--- config.mk ---
export PLATFORM = sky130hd
export DESIGN_NAME = saadi_op_sequencer
export DESIGN_NICKNAME = d
export VERILOG_FILES = /design/src/rtl/saadi_pkg.sv /design/src/rtl/saadi_lfsr.sv /design/src/rtl/saadi_op_sequencer.sv
export SDC_FILE = /design/constraint.sdc
export NUM_CORES = 1
export LEC_CHECK = 0
export CAP_MARGIN = 20
export CORE_ASPECT_RATIO = 1.75
export CORE_MARGIN = 2
export CORE_UTILIZATION = 50
export DETAILED_ROUTE_END_ITERATION = 10
export PLACE_DENSITY = 0.8
export SETUP_SLACK_MARGIN = 0.3
export SLEW_MARGIN = 20
export SYNTH_ARGS = -nofsm -noshare
export SYNTH_HDL_FRONTEND = slang
export SYNTH_SLANG_ARGS = --single-unit
--- constraint.sdc ---
create_clock -name clk -period 2.7 [get_ports clk]
set_clock_uncertainty 0.1 [all_clocks]
set_input_delay 0.54 -clock clk [delete_from_list [all_inputs] [get_ports clk]]
set_output_delay 0.54 -clock clk [all_outputs]
set_load 0.01 [all_outputs]
--- src/rtl/saadi_pkg.sv ---
// saadi_pkg: shared FSM encoding, width default, t clamp helper and LFSR taps for the SAADI operand sequencer
package saadi_pkg;
   localparam int N_DEF = 8;
   localparam logic [7:0] LFSR_TAPS_8 = 8'b1011_1000;
   typedef enum logic [1:0] {
      IDLE,
      ISSUE,
      HOLD,
      DONE
   } state_e;
   function automatic int unsigned clamp_t(input int unsigned v, input int unsigned n);
      return v == 0 ? 1 : v >= n ? n - 1 : v;
   endfunction
endpackage

--- src/rtl/saadi_lfsr.sv ---
// saadi_lfsr: N-bit Fibonacci LFSR with synchronous seed load and single-step enable; nxt is the state one step ahead
module saadi_lfsr
   import saadi_pkg::*;
#(
   parameter int N = N_DEF,
   parameter logic [N-1:0] TAPS = N'(LFSR_TAPS_8)
) (
   input  logic         clk,
   input  logic         rst,
   input  logic         load,
   input  logic         step,
   input  logic [N-1:0] seed,
   output logic [N-1:0] nxt
);
   logic [N-1:0] lfsr_q, lfsr_d;
   assign nxt = {lfsr_q[N-2:0], ^(lfsr_q & TAPS)};
   // Seed load wins over stepping so a new sweep always restarts the sequence
   always_comb lfsr_d = load ? seed : step ? nxt : lfsr_q;
   // LFSR state register
   always_ff @(posedge clk) lfsr_q <= rst ? '0 : lfsr_d;
endmodule

--- src/rtl/saadi_op_sequencer.sv ---
// saadi_op_sequencer: sweeps (A,B) operand pairs over a rectangle with valid/ready issue and fixed dwell; SAADI_SEQ_LFSR_EN selects LFSR ordering
module saadi_op_sequencer
   import saadi_pkg::*;
#(
   parameter int N        = N_DEF,
   parameter int HOLD_CYC = 7,
   parameter int A_START  = 1,
   parameter int A_END    = 255,
   parameter int B_START  = 1,
   parameter int B_END    = 255
) (
   input  logic           clk,
   input  logic           reset,
   input  logic           start,
   input  logic [N-1:0]   t_in,
   input  logic           op_ready,
   output logic [N-1:0]   A,
   output logic [N-1:0]   B,
   output logic [N-1:0]   t,
   output logic           op_valid,
   output logic           busy,
   output logic           done,
   output logic [2*N-1:0] pair_cnt
);
   localparam int PW = 2 * N;
   localparam int CW = HOLD_CYC > 1 ? $clog2(HOLD_CYC) : 1;
   localparam logic [N-1:0] AS = N'(A_START);
   localparam logic [N-1:0] AE = N'(A_END);
   localparam logic [N-1:0] BS = N'(B_START);
   localparam logic [N-1:0] BE = N'(B_END);
   state_e state_q, state_d;
   logic [N-1:0] a_q, a_d, b_q, b_d, t_q, t_d, a_nx, b_nx;
   logic [PW-1:0] cnt_q, cnt_d;
   logic [CW-1:0] dw_q, dw_d;
   logic adv, last;
`ifdef SAADI_SEQ_LFSR_EN
   localparam logic [PW-1:0] TOTAL = PW'((A_END - A_START + 1) * (B_END - B_START + 1));
   logic [N-1:0] la_nxt, lb_nxt;
   logic lfsr_ld, lfsr_st;
   assign lfsr_ld = state_q == IDLE && start;
   assign lfsr_st = adv && !last;
   saadi_lfsr #(.N(N)) u_lfsr_a (.clk(clk), .rst(reset), .load(lfsr_ld), .step(lfsr_st), .seed(AS), .nxt(la_nxt));
   saadi_lfsr #(.N(N)) u_lfsr_b (.clk(clk), .rst(reset), .load(lfsr_ld), .step(lfsr_st), .seed(BS), .nxt(lb_nxt));
   assign last = (state_q == ISSUE ? cnt_q + PW'(1) : cnt_q) == TOTAL;
   assign a_nx = la_nxt >= AS && la_nxt <= AE ? la_nxt : AS;
   assign b_nx = lb_nxt >= BS && lb_nxt <= BE ? lb_nxt : BS;
`else
   assign last = a_q == AE && b_q == BE;
   assign a_nx = b_q == BE ? a_q + N'(1) : a_q;
   assign b_nx = b_q == BE ? BS : b_q + N'(1);
`endif
   // Sweep FSM: next state, operand advance, pair counter and dwell countdown
   always_comb begin
      state_d = state_q;
      a_d     = a_q;
      b_d     = b_q;
      t_d     = t_q;
      cnt_d   = cnt_q;
      dw_d    = dw_q;
      adv     = 1'b0;
      case (state_q)
         IDLE: if (start) begin
            state_d = ISSUE;
            t_d     = N'(clamp_t(32'(t_in), N));
            a_d     = AS;
            b_d     = BS;
            cnt_d   = '0;
         end
         ISSUE: if (op_ready) begin
            state_d = HOLD;
            cnt_d   = cnt_q + PW'(1);
            dw_d    = CW'(HOLD_CYC - 1);
            adv     = HOLD_CYC == 1;
         end
         HOLD: begin
            dw_d = dw_q - CW'(1);
            adv  = dw_q == CW'(1);
         end
         default: state_d = IDLE;
      endcase
      if (adv) begin
         state_d = last ? DONE : ISSUE;
         a_d     = last ? a_q : a_nx;
         b_d     = last ? b_q : b_nx;
      end
   end
   // State and datapath registers
   always_ff @(posedge clk) begin
      if (reset) begin
         state_q <= IDLE;
         a_q     <= '0;
         b_q     <= '0;
         t_q     <= '0;
         cnt_q   <= '0;
         dw_q    <= '0;
      end else begin
         state_q <= state_d;
         a_q     <= a_d;
         b_q     <= b_d;
         t_q     <= t_d;
         cnt_q   <= cnt_d;
         dw_q    <= dw_d;
      end
   end
   assign A        = a_q;
   assign B        = b_q;
   assign t        = t_q;
   assign pair_cnt = cnt_q;
   assign op_valid = state_q == ISSUE;
   assign busy     = state_q == ISSUE || state_q == HOLD;
   assign done     = state_q == DONE;
endmodule

Yosys cells after proc, flatten, opt, wreduce, memory -nomap -nowiden
Index checks and enable logic that the tools add are counted.
- output and inout port bits: 43
- logic and storage cells: 59
- input bits: 12
- register bits after elaboration: 45
- equality and inequality tests: 13
- mux-type cells: 21
- order comparisons: 1
- add/sub/neg operators: 4
- reductions and logical operators: 14
- operators with widths (operator ; number):
    two-way mux 8 bit ; 10
    two-way mux 16 bit ; 2
    one-hot mux 16 bit (2 select lines) ; 1
    adder 16 x 1 -> 16 bit (second input constant) ; 1
    adder 8 x 1 -> 8 bit (second input constant) ; 2
    equality test 8 bit (second input constant) ; 2
    AND reduction 3 bit ; 3
    >= comparator 8 x 4 -> 1 bit (second input constant) ; 1
    logical NOT 8 bit ; 1
    two-way mux 2 bit ; 4
    != test 2 bit (second input constant) ; 4
    nonzero test 2 bit ; 4
    one-hot mux 2 bit (3 select lines) ; 1
    one-hot mux 3 bit (2 select lines) ; 1
    equality test 2 bit (second input constant) ; 2
    AND reduction 2 bit ; 2
    AND reduction 4 bit ; 1
    equality test 3 x 1 -> 1 bit (second input constant) ; 1
    two-way mux 3 bit ; 1
    != test 3 x 2 -> 1 bit (second input constant) ; 1
    != test 3 bit (second input constant) ; 1
    subtractor 3 x 1 -> 3 bit (second input constant) ; 1
    equality test 2 x 1 -> 1 bit (second input constant) ; 1
    logical NOT 2 bit ; 1
    4 further kinds ; 4

Depth between registers and ports, before layout
- word-level depth: 4
- mapped depth: 7

Least setup slack after synthesis
Ideal clock, no wire load.
- path kind: flip-flop to flip-flop
- from: register state_q[1]
- to: register cnt_q[14] (netlist: pair_cnt[14])
- arrival: 2017 ps
- cell stages (with the launch flop): 8
- setup slack: 513 ps
- period minus slack after synthesis: 2187 ps
- path buffers: 1
- cell sequence: dfxtp_1 > inv_1 > ha_1 > nor2b_4 > or4_4 > buf_6 > or4_1 > a21oi_1
- longest elaborated chain between the ends: 3
- elaborated cells between the ends (all ways): 7
- classes of those cells: eq/ne: 3; mux: 1; reduce/logical: 3
- ends and longest elaborated chain (item ; RTL line ; RTL):
    from (decl) ; saadi_op_sequencer.sv:31 ; state_e state_q, state_d;
    from (signal assigned) ; saadi_op_sequencer.sv:97 ; state_q <= state_d;
    equality test 2 x 1 -> 1 bit * ; n/a ;
    net op_valid ; saadi_op_sequencer.sv:20 ; output logic op_valid,
    != test 2 bit (no source line) / nonzero test 2 bit (equally long branches) ; n/a ;
    AND reduction 3 bit (no source line) ; n/a ;
    to (signal assigned) ; saadi_op_sequencer.sv:101 ; cnt_q <= cnt_d;
    to (decl) ; saadi_op_sequencer.sv:33 ; logic [PW-1:0] cnt_q, cnt_d;
Mark *: on every way through the listed nets, which the timed path passes. The rest lies on a longest branch.
A chain may end at the register's enable or synchronous reset.

Worst setup path in the final report
- from: input port op_ready
- to: register cnt_q[13] (netlist: pair_cnt[13])
- longest elaborated chain between the ends: 2
- ends and longest elaborated chain (item ; RTL line ; RTL):
    from (decl) ; saadi_op_sequencer.sv:16 ; input logic op_ready,
    != test 2 bit (no source line) ; n/a ;
    AND reduction 3 bit (no source line) ; n/a ;
Every way passes these cells.

==> flow_metrics.tcl <==
set metrics [dict create \
    status "finished, final reports clean" \
    async_reset_ff_share_pct 0 \
    numCtsBuffers 5 \
    reg2reg_slack_ns 0.48 \
    ios 55 \
    io_buffers 54 \
    yosys_warnings 0 \
    gr-usage-all-layers_pct 23.1 \
    max_cap_violations 0 \
    fp.dieW_um 55.5 \
    dpl_cell_area_mm2 0.00291 \
    synth_flop_cell "dfxtp_1" \
    critPathBufInv 1 \
    core_area_mm2 0.00444 \
    whs_ns 0.368 \
    dr_total_vias 2305 \
    start_kind "input pin" \
    grt_max_degree 36 \
    ys_ff_latch 45 \
    slowest_delay_ns 0.60 \
    area_delta_synth_final_pct 29.5 \
    drt_pass1_iterations 4 \
    powerDensity_mw_per_mm2 560 \
    fin_nets 352 \
    cts_sinks 45 \
    post-route-period-util_pct 83.8 \
    hp-class "register to register" \
    rsz0062_at_grt "no" \
    routabilityCongestion 0.862 \
    crit_family "simple AND/OR/NAND/NOR gates" \
    yosys.area.top_type_share_pct 38.9 \
    ys_top_cells_by_area "dfxtp_1 (39%), ha_1 (4.9%), a21oi_1 (4.5%)" \
    end_kind "register" \
    tightest_slew_ns 0.541 \
    start_util_pct 52.1 \
    clkPwrFrac_pct 25.0 \
    path_class "input pin to register" \
    grt_pass1_vias 2229 \
    crit_chain "clkdlybuf4s50_1 -> nor2b_4 -> or4_4 -> or4_1 -> a21oi_1" \
    grt_pass1_wl_um 9870 \
    die_area_mm2 0.00522 \
    clockBufferDepth 2 \
    ir_drop_mv 0.374 \
    num_antenna_cells 0 \
    holdCritStartpoint "t[5]$_SDFFE_PP0P_" \
    cp.arrival_ns 2.41 \
    crit_slowest_cell "or4_4" \
    routedWlPerCell_um 14.8 \
    post-route-min-period_ns 2.26 \
    swShare_pct 32.9 \
    p_switching_mw 0.552 \
    syn_avg_cell_area_um2 8.34 \
    synth_nets 299 \
    post-cts-setup-buffers 0 \
    timing.setup.tns_ns 0 \
    r2r_start "state_q[0]$_SDFFE_PP0P_" \
    leakage_nw 1.02 \
    slew_headroom_pct 63.8 \
    insertion_delay_ns 0.31 \
    slew_violations 0 \
    crit_fanout 14 \
    reg2reg_to "B[4]$_SDFFE_PP0P_" \
    seq_power_share_pct 45.8 \
    h-tree-depth 2 \
    synth_top_area_cell "dfxtp_1" \
    cts_tree "done" \
    drtIter0Drc 53 \
    synth-edff-count 0 \
    max_freq_ghz 0.442 \
    final_area_mm2 0.00300 \
    drt-vias-per-instance 6.02 \
    hold_violations 0 \
    antenna_found_initial 0 \
    setup_viol_count_final 0 \
    drc 0 \
    routed_wirelength_um 5680 \
    synth.most_common_cell "dfxtp_1" \
    syn_inst 278 \
    synth_cell_types 50 \
    globalRouteOverflowTotal 0 \
    comb_power_share_pct 29.2 \
    holdPathStages 1 \
    nFillCells 394 \
    yosys-top-cells-count "dfxtp_1 (45), nor2_1 (22), a21oi_1 (21), nand2_1 (20), nand3_1 (19)" \
    internal-power_mw 1.13 \
    drive_gt1_share_pct 7.23 \
    cts-root-buf "clkbuf_8" \
    synth_seq_area_share_pct 38.9 \
    ant_nets 0 \
    hpwl_um 4110 \
    worstHoldEndpoint "t[5]$_SDFFE_PP0P_" \
    die_h_um 94.1 \
    fp-row-count 32 \
    cp.required_ns 2.84 \
    clkTransAtPathRegs_ns 0.09 \
    syn_area_mm2 0.00232 \
    reg2regPathDepth 7 \
]
==> metrics by stage <==
step / total power [mW] / util [%] / instances / worst slack, ns
2_1_floorplan: 1.08 / - / 278 / 0.513
3_3_place_gp: 1.26 / 65.5 / 375 / 0.147
3_5_place_dp: 1.27 / 65.5 / 375 / 0.109
4_1_cts: 1.69 / 67.4 / 383 / 0.353
5_1_grt: 1.77 / 67.5 / 383 / 0.345
6_report: 1.68 / 67.5 / 383 / 0.438
==> state kept, by name, indices dropped and copies added (netlist names) <==
register	count
t	8
A	8
dw_q	3
B	8
pair_cnt	16
state_q	2
==> kinds of logic after synthesis <==
group,synth area share [%]
flip-flops,38.9
AND/OR/NAND/NOR,30.5
buffers and inverters,4.16
AO/OA/AOI/OAI,20.4
adder cells (fa/ha/maj),4.86
multiplexers,0.432
XOR/XNOR,0.756
==> worst register-to-register path: stages, from the launching register on <==
cell and delay [ns]:
dfxtp_2 0.35, inv_1 0.08, ha_1 0.29, and3b_1 0.42, buf_4 0.22, and3_1 0.19
a31oi_1 0.19, a311oi_1 0.30
==> worst max-delay path by stage <==
stage	start	end	slack (ns)	depth (start not counted)
4_1_cts	state_q[1]$_SDFFE_PP0P_	pair_cnt[13]$_SDFFE_PP0P_	0.35	6
5_1_grt	op_ready	pair_cnt[11]$_SDFFE_PP0P_	0.35	5
3_5_place_dp	op_ready	pair_cnt[13]$_SDFFE_PP0P_	0.11	5
2_1_floorplan	state_q[1]$_SDFFE_PP0P_	pair_cnt[14]$_SDFFE_PP0P_	0.51	7
3_3_place_gp	op_ready	pair_cnt[15]$_SDFFE_PP0P_	0.15	5
6_report	op_ready	pair_cnt[13]$_SDFFE_PP0P_	0.44	5
==> timing repair <==
action,CTS,global route
hold buffers,0,0
endpoints found under the setup margin,0,4
resized for setup,0,3
==> routing by layer <==
metal	vias to the layer above	part of all wire, %	global-route usage, %
li1	1141	-	-
met1	1091	41	25.5
met2	64	54	43.7
met3	9	3.8	2.89
met4	0	1.9	9.35
met5	-	0	0
==> power by group through the flow <==
stage	clock network (mW)	logic [mW]	registers [mW]
after global routing	0.443	0.548	0.782
after global placement	0	0.482	0.779
final	0.419	0.490	0.770
after floorplan	0	0.299	0.783
after detailed placement	0	0.487	0.782
after CTS	0.428	0.491	0.767
==> cell usage in the layout (no fill, tap or decap), drive strengths merged, types with 4 or more instances in the layout <==
cell,netlist,final
clkbuf,9,6
and2,9,9
o21ai,9,9
clkdlybuf4s50,0,54
nor2,22,22
buf,4,5
or3,6,6
o31ai,8,8
a31oi,8,8
nand4,7,7
nand3,19,19
ha,9,9
dfxtp,45,45
inv,10,10
or4,10,10
nand2,20,20
o21a,4,4
a21oi,21,21
nor3,8,8
nand2b,5,5
and3,6,6
==> layout make-up <==
cell class	count	area [um2]	area share, %
clock buffers	6	72.6	2.42
multi-input cells	210	1320	44.1
well taps	51	63.8	2.13
inverters	10	37.5	1.25
clock inverters	2	10.0	0.334
flip-flops and latches	45	903	30.1
repair buffers	59	591	19.7
Power figures use the tool's default switching activity.
